File: src/rtl/amp_mod_scheduler.sv
// Round-robin scheduler that shares one DSP multiplier among NUM_CH voice channels
// for amplitude modulation (carrier * modulator, Q(DATA_WIDTH-1) scaling, saturated).
module amp_mod_scheduler #(
  parameter int unsigned DATA_WIDTH  = 16,
  parameter int unsigned NUM_CH      = 4,
  parameter int unsigned MUL_LATENCY = 2
) (
  input  logic                           clk_i,
  input  logic                           rst_ni,
  input  logic [NUM_CH-1:0]              ch_en_i,
  input  logic [NUM_CH-1:0]              req_valid_i,
  output logic [NUM_CH-1:0]              req_ready_o,
  input  logic [NUM_CH*DATA_WIDTH-1:0]   carrier_i,
  input  logic [NUM_CH*DATA_WIDTH-1:0]   mod_i,
  input  logic                           flush_i,
  output logic [17:0]                    mul_a_o,
  output logic [17:0]                    mul_b_o,
  input  logic [35:0]                    mul_p_i,
  output logic                           res_valid_o,
  output logic [$clog2(NUM_CH)-1:0]      res_ch_o,
  output logic [DATA_WIDTH-1:0]          res_data_o,
  output logic                           busy_o,
  output logic                           flush_done_o
);

  localparam int unsigned CH_W = $clog2(NUM_CH);
  localparam int unsigned P_W  = 36;
  localparam logic signed [P_W-1:0] SAT_MAX = P_W'((64'sd1 <<< (DATA_WIDTH - 1)) - 64'sd1);
  localparam logic signed [P_W-1:0] SAT_MIN = -SAT_MAX - 36'sd1;

  typedef enum logic [1:0] {IDLE, ACTIVE, DRAIN} state_e;

  state_e                              state_q, state_d;
  logic                                flush_done_d;
  logic [CH_W-1:0]                     rr_q;
  logic [NUM_CH-1:0]                   elig;
  logic                                grant_en;
  logic                                grant_any;
  logic [CH_W-1:0]                     grant_ch;
  logic [NUM_CH-1:0]                   grant_oh;
  int unsigned                         idx;
  logic signed [DATA_WIDTH-1:0]        sel_mod, sel_car;
  logic                                op_v;
  logic [CH_W-1:0]                     op_ch;
  logic [MUL_LATENCY-1:0]              tag_v;
  logic [MUL_LATENCY-1:0][CH_W-1:0]    tag_ch;
  logic                                in_flight;
  logic signed [P_W-1:0]               p_shift;
  logic [DATA_WIDTH-1:0]               sat_data;

  assign elig        = ch_en_i & req_valid_i;
  assign in_flight   = op_v | (|tag_v);
  assign busy_o      = (state_q != IDLE) | in_flight;
  assign req_ready_o = grant_oh;

  // Round-robin pick starting at rr_q; suppressed during reset, flush and drain.
  always_comb begin : arbiter
    grant_en  = rst_ni && !flush_i && (state_q != DRAIN);
    grant_any = 1'b0;
    grant_ch  = '0;
    grant_oh  = '0;
    idx       = 0;
    sel_mod   = '0;
    sel_car   = '0;
    for (int unsigned i = 0; i < NUM_CH; i++) begin
      idx = 32'(rr_q) + i;
      if (idx >= NUM_CH) idx = idx - NUM_CH;
      if (grant_en && !grant_any && elig[CH_W'(idx)]) begin
        grant_any = 1'b1;
        grant_ch  = CH_W'(idx);
      end
    end
    for (int unsigned k = 0; k < NUM_CH; k++) begin
      if (grant_any && (grant_ch == CH_W'(k))) begin
        grant_oh[k] = 1'b1;
        sel_mod     = mod_i[k*DATA_WIDTH +: DATA_WIDTH];
        sel_car     = carrier_i[k*DATA_WIDTH +: DATA_WIDTH];
      end
    end
  end

  always_comb begin : next_state
    state_d      = state_q;
    flush_done_d = 1'b0;
    if (flush_i) begin
      state_d = DRAIN;
    end else begin
      unique case (state_q)
        IDLE:    if (|elig) state_d = ACTIVE;
        ACTIVE:  if (!(|elig) && !in_flight) state_d = IDLE;
        DRAIN: begin
          if (!in_flight) begin
            state_d      = IDLE;
            flush_done_d = 1'b1;
          end
        end
        default: state_d = IDLE;
      endcase
    end
  end

  always_ff @(posedge clk_i) begin : state_reg
    if (!rst_ni) begin
      state_q      <= IDLE;
      flush_done_o <= 1'b0;
    end else begin
      state_q      <= state_d;
      flush_done_o <= flush_done_d;
    end
  end

  // Scale back to sample range and clamp.
  always_comb begin : saturate
    p_shift = $signed(mul_p_i) >>> (DATA_WIDTH - 1);
    if (p_shift > SAT_MAX)      sat_data = SAT_MAX[DATA_WIDTH-1:0];
    else if (p_shift < SAT_MIN) sat_data = SAT_MIN[DATA_WIDTH-1:0];
    else                        sat_data = p_shift[DATA_WIDTH-1:0];
  end

  // Operand issue, tag pipeline aligned with the multiplier, and result register.
  always_ff @(posedge clk_i) begin : datapath
    if (!rst_ni) begin
      rr_q        <= '0;
      op_v        <= 1'b0;
      op_ch       <= '0;
      mul_a_o     <= '0;
      mul_b_o     <= '0;
      tag_v       <= '0;
      tag_ch      <= '0;
      res_valid_o <= 1'b0;
      res_ch_o    <= '0;
      res_data_o  <= '0;
    end else begin
      op_v  <= grant_any;
      op_ch <= grant_ch;
      if (grant_any) begin
        mul_a_o <= 18'(sel_mod);
        mul_b_o <= 18'(sel_car);
        rr_q    <= (grant_ch == CH_W'(NUM_CH - 1)) ? '0 : CH_W'(grant_ch + 1'b1);
      end else begin
        mul_a_o <= '0;
        mul_b_o <= '0;
      end
      tag_v[0]  <= op_v;
      tag_ch[0] <= op_ch;
      for (int unsigned i = 1; i < MUL_LATENCY; i++) begin
        tag_v[i]  <= tag_v[i-1];
        tag_ch[i] <= tag_ch[i-1];
      end
      res_valid_o <= tag_v[MUL_LATENCY-1];
      if (tag_v[MUL_LATENCY-1]) begin
        res_ch_o   <= tag_ch[MUL_LATENCY-1];
        res_data_o <= sat_data;
      end
    end
  end

endmodule

File: config.mk
export PLATFORM = sky130hd
export DESIGN_NAME = amp_mod_scheduler
export DESIGN_NICKNAME = d
export VERILOG_FILES = /design/src/rtl/amp_mod_scheduler.sv
export SDC_FILE = /design/constraint.sdc
export NUM_CORES = 1
export LEC_CHECK = 0
export ABC_AREA = 1
export CAP_MARGIN = 20
export CORE_MARGIN = 10
export CORE_UTILIZATION = 41
export CTS_CLUSTER_DIAMETER = 50
export CTS_CLUSTER_SIZE = 28
export DETAILED_ROUTE_END_ITERATION = 7
export HOLD_SLACK_MARGIN = 0.08
export MAX_ROUTING_LAYER = met4
export PLACE_DENSITY = 0.95
export SYNTH_ARGS = -nofsm -noshare
export SYNTH_HDL_FRONTEND = slang
export SYNTH_SLANG_ARGS = --single-unit
File: constraint.sdc
create_clock -name clk_i -period 7.5 [get_ports clk_i]
set_clock_uncertainty 0.2 [all_clocks]
set_input_delay 1.5 -clock clk_i [delete_from_list [all_inputs] [get_ports clk_i]]
set_output_delay 1.5 -clock clk_i [all_outputs]
set_load 0.02 [all_outputs]
Yosys cells after proc, flatten, opt, wreduce, memory -nomap -nowiden:

Index checks and enable logic that the tools add are counted.

* logic and storage cells: 120
* flip-flop bits (word level): 65
* memory bits (writable): 0
* memories: 0
* bits in latches: 0
* bits in read-only memories: 0

* $mul: 0
* eq/ne operators: 12
* shifts and indexed selects: 0
* $add $sub $neg: 8
* reduce and logical (&&, ||, !) cells: 30
* mux-type cells: 41
* div/mod/pow operators: 0
* bitwise logic cells: 5
* $lt $le $gt $ge: 10

Operators by type and width (count)
* $mux 16: 10
* $mux 2: 13
* $gt 21x16->1 const B: 1
* $lt 21x16->1 const B: 1
* $logic_and 1x1->1: 14
* $mux 1: 13
* $lt 2x3->1 const B: 4
* $ge 3x3->1 const B: 3
* $ne 3x3->1 const B: 3
* $bmux 1 s2: 4
* $ne 2x2->1 const B: 4
* $sub 2x1->2 const B: 4
* $add 2x2->3 const B: 2
* $eq 2x2->1 const B: 3
* $logic_not 1->1: 6
* $pmux 2 s3: 1
* $reduce_and 3->1: 2
* $and 4x4->4: 1
* $eq 2x1->1 const B: 2
* $logic_not 2->1: 2
* $reduce_or 2->1: 2
* $reduce_or 4->1: 1
* $add 2x1->3 const B: 1
* $ge 2x3->1 const B: 1
* other kinds (6): 8

Logic depth before layout (Yosys ltp):

Gate-level depths: netlist (run 1).

* word-level depth: 24
* mapped depth: 20

Worst setup path before layout (run 1):

No wires, ideal clock.

* path kind: input-to-output
* start point: input port rst_ni
* end point: output port req_ready_o[1]
* required time: 5800 ps
* arrival time: 3673 ps
* stages: 13
* path slack: 2127 ps
* cells stage by stage: buf_2 nand2_2 nor2_2 nand3_1 inv_1 nor2_2 nand4_1 a31oi_1 ha_1 clkbuf_1 buf_1 inv_1 nor2_1

* longest elaborated chain between the ends: 19
* elaborated cells between the ends (all ways): 23

RTL lines
* from (decl): RTL line 9 `input logic rst_ni,`
* $logic_and 1x1->1 * (2 in series): RTL line 58 `grant_en = rst_ni && !flush_i && (state_q != DRAIN);`
* $logic_and 1x1->1: RTL line 68 `if (grant_en && !grant_any && elig[CH_W'(idx)]) begin`
* $mux 1: RTL line 68
* $logic_not 1->1: RTL line 68
* $logic_and 1x1->1 (2 in series): RTL line 68
* $mux 1: RTL line 68
* $logic_not 1->1: RTL line 68
* $logic_and 1x1->1 (2 in series): RTL line 68
* $mux 1: RTL line 68
* $logic_not 1->1: RTL line 68
* $logic_and 1x1->1 (2 in series): RTL line 68
* $mux 2 *: RTL line 68
* net grant_ch[0]: RTL line 39 `logic [CH_W-1:0] grant_ch;`
* $eq 2x1->1 *: RTL line 74 `if (grant_any && (grant_ch == CH_W'(k))) begin`
* $logic_and 1x1->1 *: RTL line 74
* $mux 1 *: RTL line 74
* to (decl): RTL line 12 `output logic [NUM_CH-1:0] req_ready_o,`

Mark *: on every way through the listed nets, which the timed path passes. The rest lies on a longest branch.

Final worst setup path (run 1):

* start point: input port req_valid_i[3]
* end point: output port req_ready_o[2]

* longest elaborated chain between the ends: 20
* elaborated cells between the ends (all ways): 30

RTL lines
* from (decl): RTL line 11 `input logic [NUM_CH-1:0] req_valid_i,`
* $and 4x4->4 *: RTL line 51 `assign elig = ch_en_i & req_valid_i;`
* $bmux 1 s2: RTL line 68
* $mux 1 (not written as such): RTL line 68
* $logic_and 1x1->1: RTL line 68
* $mux 1: RTL line 68
* $logic_not 1->1: RTL line 68
* $logic_and 1x1->1 (2 in series): RTL line 68
* $mux 1: RTL line 68
* [3 not listed]
* $mux 1: RTL line 68
* $logic_not 1->1: RTL line 68
* $logic_and 1x1->1 (2 in series): RTL line 68
* $mux 2 *: RTL line 68
* net grant_ch[0]: RTL line 39
* $eq 2x2->1 *: RTL line 74
* $logic_and 1x1->1 *: RTL line 74
* $mux 1 *: RTL line 74

Mark *: on every way through the listed nets, which the timed path passes. The rest lies on a longest branch. The select of a mux whose other input is x is not followed.

==> results of run 1 <==
-- through the flow --
stage	setup WS, ps	hold slack (ps)	cells
floorplan	2130	190	633
global route	1000	246	956
detailed placement	1280	199	939
finish	1290	215	956
CTS	1290	217	955
global placement	1370	192	939
-- kinds of logic (layout without fill, tap and decap cells) --
group / Yosys count / in the layout
buffers and inverters: 139 / 333
adder cells (fa/ha/maj): 4 / 4
AO/OA/AOI/OAI: 111 / 111
flip-flops: 65 / 65
AND/OR/NAND/NOR: 314 / 314
-- power by group through the flow --
stage	registers [mW]	clock network (mW)	logic [mW]
after global routing	0.447	0.352	1.12
after CTS	0.440	0.333	1.01
final	0.441	0.328	1.00
after global placement	0.445	0	0.987
after detailed placement	0.447	0	1.01
after floorplan	0.491	0	0.674
-- placed cells by master, fill, tap and decap left out, drive strengths merged, types with 2 or more instances in the layout --
cell type,n
nand3,106
inv,89
a21oi,51
nand4,2
nand2,154
ha,4
clkbuf,11
nor3,3
clkinvlp,2
dfxtp,65
a31oi,4
bufinv,2
o21ai,54
nor2,47
clkdlybuf4s50,220
buf,8
-- area by class of cell --
class,count,area share (%)
Clock buffer,11,2.09
Inverter,89,5.35
Timing Repair Buffer,228,36.1
Multi-Input combinational cell,429,32.0
Tap cell,129,2.56
Clock inverter,5,1.27
Sequential cell,65,20.7
-- worst max path at each step --
| stage | end | slack, ps | startpoint | cells after the start |
|---|---|---|---|---|
| final | req_ready_o[2] | 1290 | req_valid_i[3] | 16 |
| after global routing | req_ready_o[2] | 1000 | req_valid_i[2] | 16 |
| after CTS | req_ready_o[2] | 1290 | req_valid_i[2] | 16 |
| after detailed placement | req_ready_o[2] | 1280 | req_valid_i[2] | 16 |
| after global placement | req_ready_o[2] | 1370 | ch_en_i[2] | 16 |
| after floorplan | req_ready_o[1] | 2130 | rst_ni | 13 |
-- sequential cells by signal, summed over array words and instances, names as in the netlist --
register,count
flush_done_o,1
mul_b_o,16
res_ch_o,2
res_valid_o,1
state_q,2
rr_q,2
op_ch,2
tag_v,2
op_v,1
res_data_o,16
mul_a_o,16
tag_ch,4
-- worst register-to-register path: stages (launching register included) --
cell,delay [ps]
dfxtp_1,520
inv_4,100
nand3_1,110
nand3_1,80
nand2_1,130
a21oi_2,80
nor2_2,150
nand4_1,200
a31oi_1,380
ha_2,270
buf_4,510
nor2_1,150
nand3_1,130
nand2_1,90
nand2_1,60
a21oi_1,60
-- layer usage --
layer / global-route usage, % / vias up / wire length, microns
li1: - / 2383 / -
met2: 33.8 / 200 / 6860
met1: 21.7 / 2049 / 5790
met5: - / - / 0
met3: 8.44 / 22 / 1490
met4: 7.26 / 0 / 323
==> impl_metrics.env, run 1 <==
export IMPL_pwr_share_comb_pct=56.6
export IMPL_path_class="in -> out"
export IMPL_critPathCaptureType="primary output"
export IMPL_drc=0
export IMPL_muxShareOfSynthArea_pct=0
export IMPL_synth_ff_type="dfxtp_1"
export IMPL_seq_area_sq_mm=0.00130
export IMPL_peakVddDrop_mv=0.208
export IMPL_drv_cap=0
export IMPL_post_cts_resized=0
export IMPL_timing_rr_start="rr_q[0]$_SDFFE_PN0P_"
export IMPL_num_antenna_cells=0
export IMPL_synth_area_sq_mm=0.00393
export IMPL_path_clk_slew_ps=70
export IMPL_ios=236
export IMPL_dieArea_sq_mm=0.0139
export IMPL_core_sq_mm=0.00928
export IMPL_synth_top_area_cell="dfxtp_1"
export IMPL_ctsRootBufferMaster="clkbuf_8"
export IMPL_synth_compound_area_share_pct=15.8
export IMPL_placed_cell_area_sq_mm=0.00607
export IMPL_synthTopCellsByArea="dfxtp_1 (33%), nand2_1 (14%), nand3_1 (13%)"
export IMPL_cts_sinks=65
export IMPL_synth_simple_area_share_pct=34.0
export IMPL_port_buffer_count=220
export IMPL_worstMarginPinSlew_ps=1010
export IMPL_reg2reg_to="mul_b_o[4]$_SDFF_PN0_"
export IMPL_worstHoldPathCells=2
export IMPL_cp_buffers_inverters=5
export IMPL_status="completed"
export IMPL_finalCriticalPeriod_ps=6210
export IMPL_grt_pass1_vias=4644
export IMPL_synth_edf_count=0
export IMPL_r2r_slack_ps=4190
export IMPL_synth_xor_area_share_pct=0
export IMPL_power_switching_mw=0.814
export IMPL_clkPwrFrac_pct=18.5
export IMPL_cts_setup_buffers=0
export IMPL_fp_dieW_microns=118
export IMPL_final_core_util_pct=67.8
export IMPL_min_from="tag_ch[0]$_SDFF_PN0_"
export IMPL_first_iter_violations=300
export IMPL_vias_per_cell=4.87
export IMPL_vias=4654
export IMPL_reg2reg_depth=15
export IMPL_nNetsFinal=1001
export IMPL_intPower_mw=0.956
export IMPL_wl_per_cell_microns=15.1
export IMPL_setup_tns_ps=0
export IMPL_async_flop_share_pct=0
export IMPL_die_y_microns=118
export IMPL_min_to="tag_ch[2]$_SDFF_PN0_"
export IMPL_hpwl_microns=10800
export IMPL_syn_num_nets=812
export IMPL_slew_headroom_pct=32.3
export IMPL_power_leakage_nw=2.79
export IMPL_hold_path_class="reg -> reg"
export IMPL_multi_input_area_sq_mm=0.00201
export IMPL_critPathLaunchType="input pin"
export IMPL_synthTopCellsByCount="nand2_1 (151), nand3_1 (106), dfxtp_1 (65), inv_1 (60), o21ai_0 (50)"
export IMPL_synth_top_family_by_area="simple AND/OR/NAND/NOR gates"
export IMPL_finish_instance_area_sq_mm=0.00629
export IMPL_grt_max_degree=95
export IMPL_clockBufferDepth=2
export IMPL_grt_usage_pct=20.5
export IMPL_grt_pass1_wl_microns=23100
export IMPL_cts_buffers=9
export IMPL_drive_gt1_share_pct=8.46
export IMPL_path_delay_family="buffers and inverters"
export IMPL_p_per_area_mw_per_mm2=281
export IMPL_cp_arrival_ps=4510
export IMPL_rows=35
export IMPL_pwr_share_seq_pct=24.9
export IMPL_ys_types=28
export IMPL_final_hold_viol_count=0
export IMPL_place_congestion=0.826
export IMPL_final_period_utilization_pct=82.8
export IMPL_path_cells="clkdlybuf4s50_1, nand2_1, nand2_1, nand2_1, nand2_1, nand2_1, a21oi_2, nor2_2, nand4_1, a31oi_1, inv_1, ha_1, nand2_1, buf_4, inv_2, clkdlybuf4s50_1"
export IMPL_maxSlewViolCount=0
export IMPL_drt_antenna_violating_nets=0
export IMPL_clk_latency_ps=330
export IMPL_cts_hold_buf=0
export IMPL_max_freq_ghz=0.161
export IMPL_yosys_warnings=0
export IMPL_initial_core_util_pct=42.4
export IMPL_synth_fa_ha_area_share_pct=1.27
export IMPL_total_power_mw=1.77
export IMPL_critPathMostFrequentCell="nand2_1"
export IMPL_required_ps=5800
export IMPL_cp_max_fo=33
export IMPL_critPathSlowestCell="clkdlybuf4s50_1"
export IMPL_area_growth_syn_to_layout_pct=60.0
export IMPL_cts_tree="yes"
export IMPL_grt_overflow_total=0
export IMPL_cts_htree_levels=3
export IMPL_grt_setup_unrepaired="no"
export IMPL_synth_seq_area_share_pct=33.1
export IMPL_critPathMaxStageDelay_ps=540
export IMPL_antenna_found_initial=0
export IMPL_avgSynthCellArea_sq_um=6.21
export IMPL_synth_cells=633
export IMPL_swShare_pct=46.0
export IMPL_fill_cells=762
export IMPL_setup_viol_count_final=0
export IMPL_ys_ff_latch=65
export IMPL_drtPass1Iterations=4
export IMPL_yosysMostFrequentCell="nand2_1"
export IMPL_wl_microns=14500
export IMPL_synth_top_cell_area_share_pct=33.1
No activity file was read; power rests on OpenSTA's default activity.
==> run 2: changes to the inputs <==
--- a/config.mk
+++ b/config.mk
@@ -8,13 +8,13 @@
 export ABC_AREA = 1
 export CAP_MARGIN = 20
 export CORE_MARGIN = 10
-export CORE_UTILIZATION = 41
+export CORE_UTILIZATION = 38
 export CTS_CLUSTER_DIAMETER = 50
 export CTS_CLUSTER_SIZE = 28
 export DETAILED_ROUTE_END_ITERATION = 7
 export HOLD_SLACK_MARGIN = 0.08
 export MAX_ROUTING_LAYER = met4
-export PLACE_DENSITY = 0.95
+export PLACE_DENSITY = 0.9
 export SYNTH_ARGS = -nofsm -noshare
 export SYNTH_HDL_FRONTEND = slang
 export SYNTH_SLANG_ARGS = --single-unit
==> constraint.sdc (replaced) <==
create_clock -name clk_i -period 5.75 [get_ports clk_i]
set_clock_uncertainty 0.2 [all_clocks]
set_input_delay 1.15 -clock clk_i [delete_from_list [all_inputs] [get_ports clk_i]]
set_output_delay 1.15 -clock clk_i [all_outputs]
set_load 0.02 [all_outputs]
==> run 2 against run 1 <==
- clock power is 21% higher
- non-clock buffer count is 1 lower
- sequential cell count stayed put
- die area is 6.5% higher
- via count is 0.28% higher
- core utilization is 6.2 points lower
- count of clock-buffer cells in the layout stayed put
- register-to-register slack worse by 1900 ps
- final area is 0.34% lower
- worst setup slack worse by 730 ps
- largest power group unchanged
==> impl_metrics.env, run 2 (synthesis results as in run 1) <==
export IMPL_path_class="in -> out"
export IMPL_mostFrequentLayoutCells="clkdlybuf4s50_1 (220), nand2_1 (151), nand3_1 (106)"
export IMPL_fin_ws_ps=561
export IMPL_critPathCaptureType="primary output"
export IMPL_place_congestion=0.880
export IMPL_die_y_microns=122
export IMPL_setup_tns_ps=0
export IMPL_grt_overflow_total=0
export IMPL_drv_cap=0
export IMPL_maxSlewViolCount=0
export IMPL_swShare_pct=47.0
export IMPL_drive_gt1_share_pct=8.47
export IMPL_ios=236
export IMPL_grt_setup_unrepaired="no"
export IMPL_max_freq_ghz=0.193
export IMPL_drt_antenna_violating_nets=0
export IMPL_path_delay_family="buffers and inverters"
export IMPL_worstMarginPinSlew_ps=1050
export IMPL_post_cts_resized=0
export IMPL_cts_htree_levels=3
export IMPL_cts_setup_buffers=0
export IMPL_nNetsFinal=1000
export IMPL_num_antenna_cells=0
export IMPL_drtPass1Iterations=6
export IMPL_final_period_utilization_pct=90.2
export IMPL_fill_cells=935
export IMPL_vias_per_cell=4.85
export IMPL_finalCriticalPeriod_ps=5190
export IMPL_critPathLaunchType="input pin"
export IMPL_seq_area_sq_mm=0.00130
export IMPL_p_per_area_mw_per_mm2=363
export IMPL_final_hold_viol_count=0
export IMPL_hold_path_class="reg -> reg"
export IMPL_finish_instance_area_sq_mm=0.00627
export IMPL_r2r_slack_ps=2310
export IMPL_final_common_cell="clkdlybuf4s50_1"
export IMPL_pwr_share_seq_pct=25.2
export IMPL_fp_dieW_microns=122
export IMPL_cts_buffers=9
export IMPL_cts_hold_buf=0
export IMPL_placed_cell_area_sq_mm=0.00608
export IMPL_intPower_mw=1.21
export IMPL_setup_viol_count_final=0
export IMPL_dieArea_sq_mm=0.0148
export IMPL_grt_pass1_vias=4429
export IMPL_min_from="op_ch[0]$_SDFF_PN0_"
export IMPL_path_clk_slew_ps=70
export IMPL_reg_top3="mul_a_o: 16 flops, mul_b_o: 16 flops, res_data_o: 16 flops"
export IMPL_place_ws_ps=571
export IMPL_critPathSlowestCell="clkdlybuf4s50_1"
export IMPL_area_growth_syn_to_layout_pct=59.4
export IMPL_required_ps=4400
export IMPL_grt_usage_pct=18.8
export IMPL_critPathMaxStageDelay_ps=630
export IMPL_reg2reg_depth=11
export IMPL_wl_per_cell_microns=14.8
export IMPL_cp_arrival_ps=3840
export IMPL_clockBufferDepth=2
export IMPL_cts_tree="yes"
export IMPL_wl_microns=14300
export IMPL_drc=0
export IMPL_clk_latency_ps=340
export IMPL_clkPwrFrac_pct=17.4
export IMPL_cts_sinks=65
export IMPL_status="completed"
export IMPL_reg2reg_to="mul_b_o[14]$_SDFF_PN0_"
export IMPL_core_sq_mm=0.0102
export IMPL_port_buffer_count=220
export IMPL_ctsRootBufferMaster="clkbuf_8"
export IMPL_power_leakage_nw=2.77
export IMPL_crit_cells=14
export IMPL_grt_pass1_wl_microns=21700
export IMPL_cp_buffers_inverters=3
export IMPL_power_switching_mw=1.07
export IMPL_cp_max_fo=5
export IMPL_critPathMostFrequentCell="nand2_1"
export IMPL_initial_core_util_pct=38.6
export IMPL_first_iter_violations=271
export IMPL_slew_headroom_pct=29.6
export IMPL_multi_input_area_sq_mm=0.00201
export IMPL_peakVddDrop_mv=0.310
export IMPL_antenna_found_initial=0
export IMPL_timing_rr_start="rr_q[0]$_SDFFE_PN0P_"
export IMPL_cp_startpoint="ch_en_i[0]"
export IMPL_endpoint="req_ready_o[3]"
export IMPL_rows=37
export IMPL_pwr_share_comb_pct=57.4
export IMPL_hpwl_microns=10900
export IMPL_vias=4667
export IMPL_grt_max_degree=88
export IMPL_path_cells="clkdlybuf4s50_1, nand2_1, nand2_1, nand2_1, nand2_2, nand2_1, a21oi_2, nor2_2, nand4_1, a31oi_1, ha_1, nand2_1, inv_1, clkdlybuf4s50_1"
[run 2: per-stage QoR]
stage                     util (%)  hold slack, ps  instances  total power [mW]
after floorplan                  -             190        633              1.52
after global placement        59.7             193        946              1.88
after detailed placement      59.7             204        946              1.90
after CTS                     61.6             224        962              2.30
after global routing          61.6             241        962              2.46
final                         61.6             220        962              2.28
[run 2: power groups by stage]
stage                     sequential (mW)  clock (mW)  combinational, mW
after floorplan                     0.641           0              0.880
after global placement              0.581           0               1.30
after detailed placement            0.585           0               1.32
after CTS                           0.575       0.403               1.32
after global routing                0.584       0.425               1.45
final                               0.574       0.396               1.31
[run 2: worst min-delay path by stage]
stage                     cells past startpoint              endpoint
after floorplan                               2  tag_ch[0]$_SDFF_PN0_
after global placement                        2  tag_ch[3]$_SDFF_PN0_
after detailed placement                      2  tag_ch[0]$_SDFF_PN0_
after CTS                                     2  tag_ch[2]$_SDFF_PN0_
after global routing                          2  tag_ch[2]$_SDFF_PN0_
final                                         2  tag_ch[0]$_SDFF_PN0_
[run 2: metal layers]
layer  wire length (microns)  GRT usage, %  vias to the layer above
met5                       0             -                        -
met4                     279          5.22                        0
met3                    1490          7.86                       16
met2                    6810          31.5                      205
met1                    5700          19.9                     2061
li1                        -             -                     2385
[run 2: worst register-to-register path: stages, from the launching register on]
cell and delay [ps]:
dfxtp_1 510, inv_4 100, nand2_1 90, nand2_1 80, nand2_1 90, nand2_1 90, o21ai_4 810, buf_4 740
nand3_1 290, nand2_1 130, nand2_1 50, a21oi_1 170
[run 2: area by class of cell]
| class | instances | area share (%) |
|---|---|---|
| Multi-Input combinational cell | 429 | 32.1 |
| Tap cell | 136 | 2.71 |
| Sequential cell | 65 | 20.7 |
| Clock buffer | 11 | 2.25 |
| Clock inverter | 5 | 0.878 |
| Timing Repair Buffer | 227 | 35.9 |
| Inverter | 89 | 5.37 |
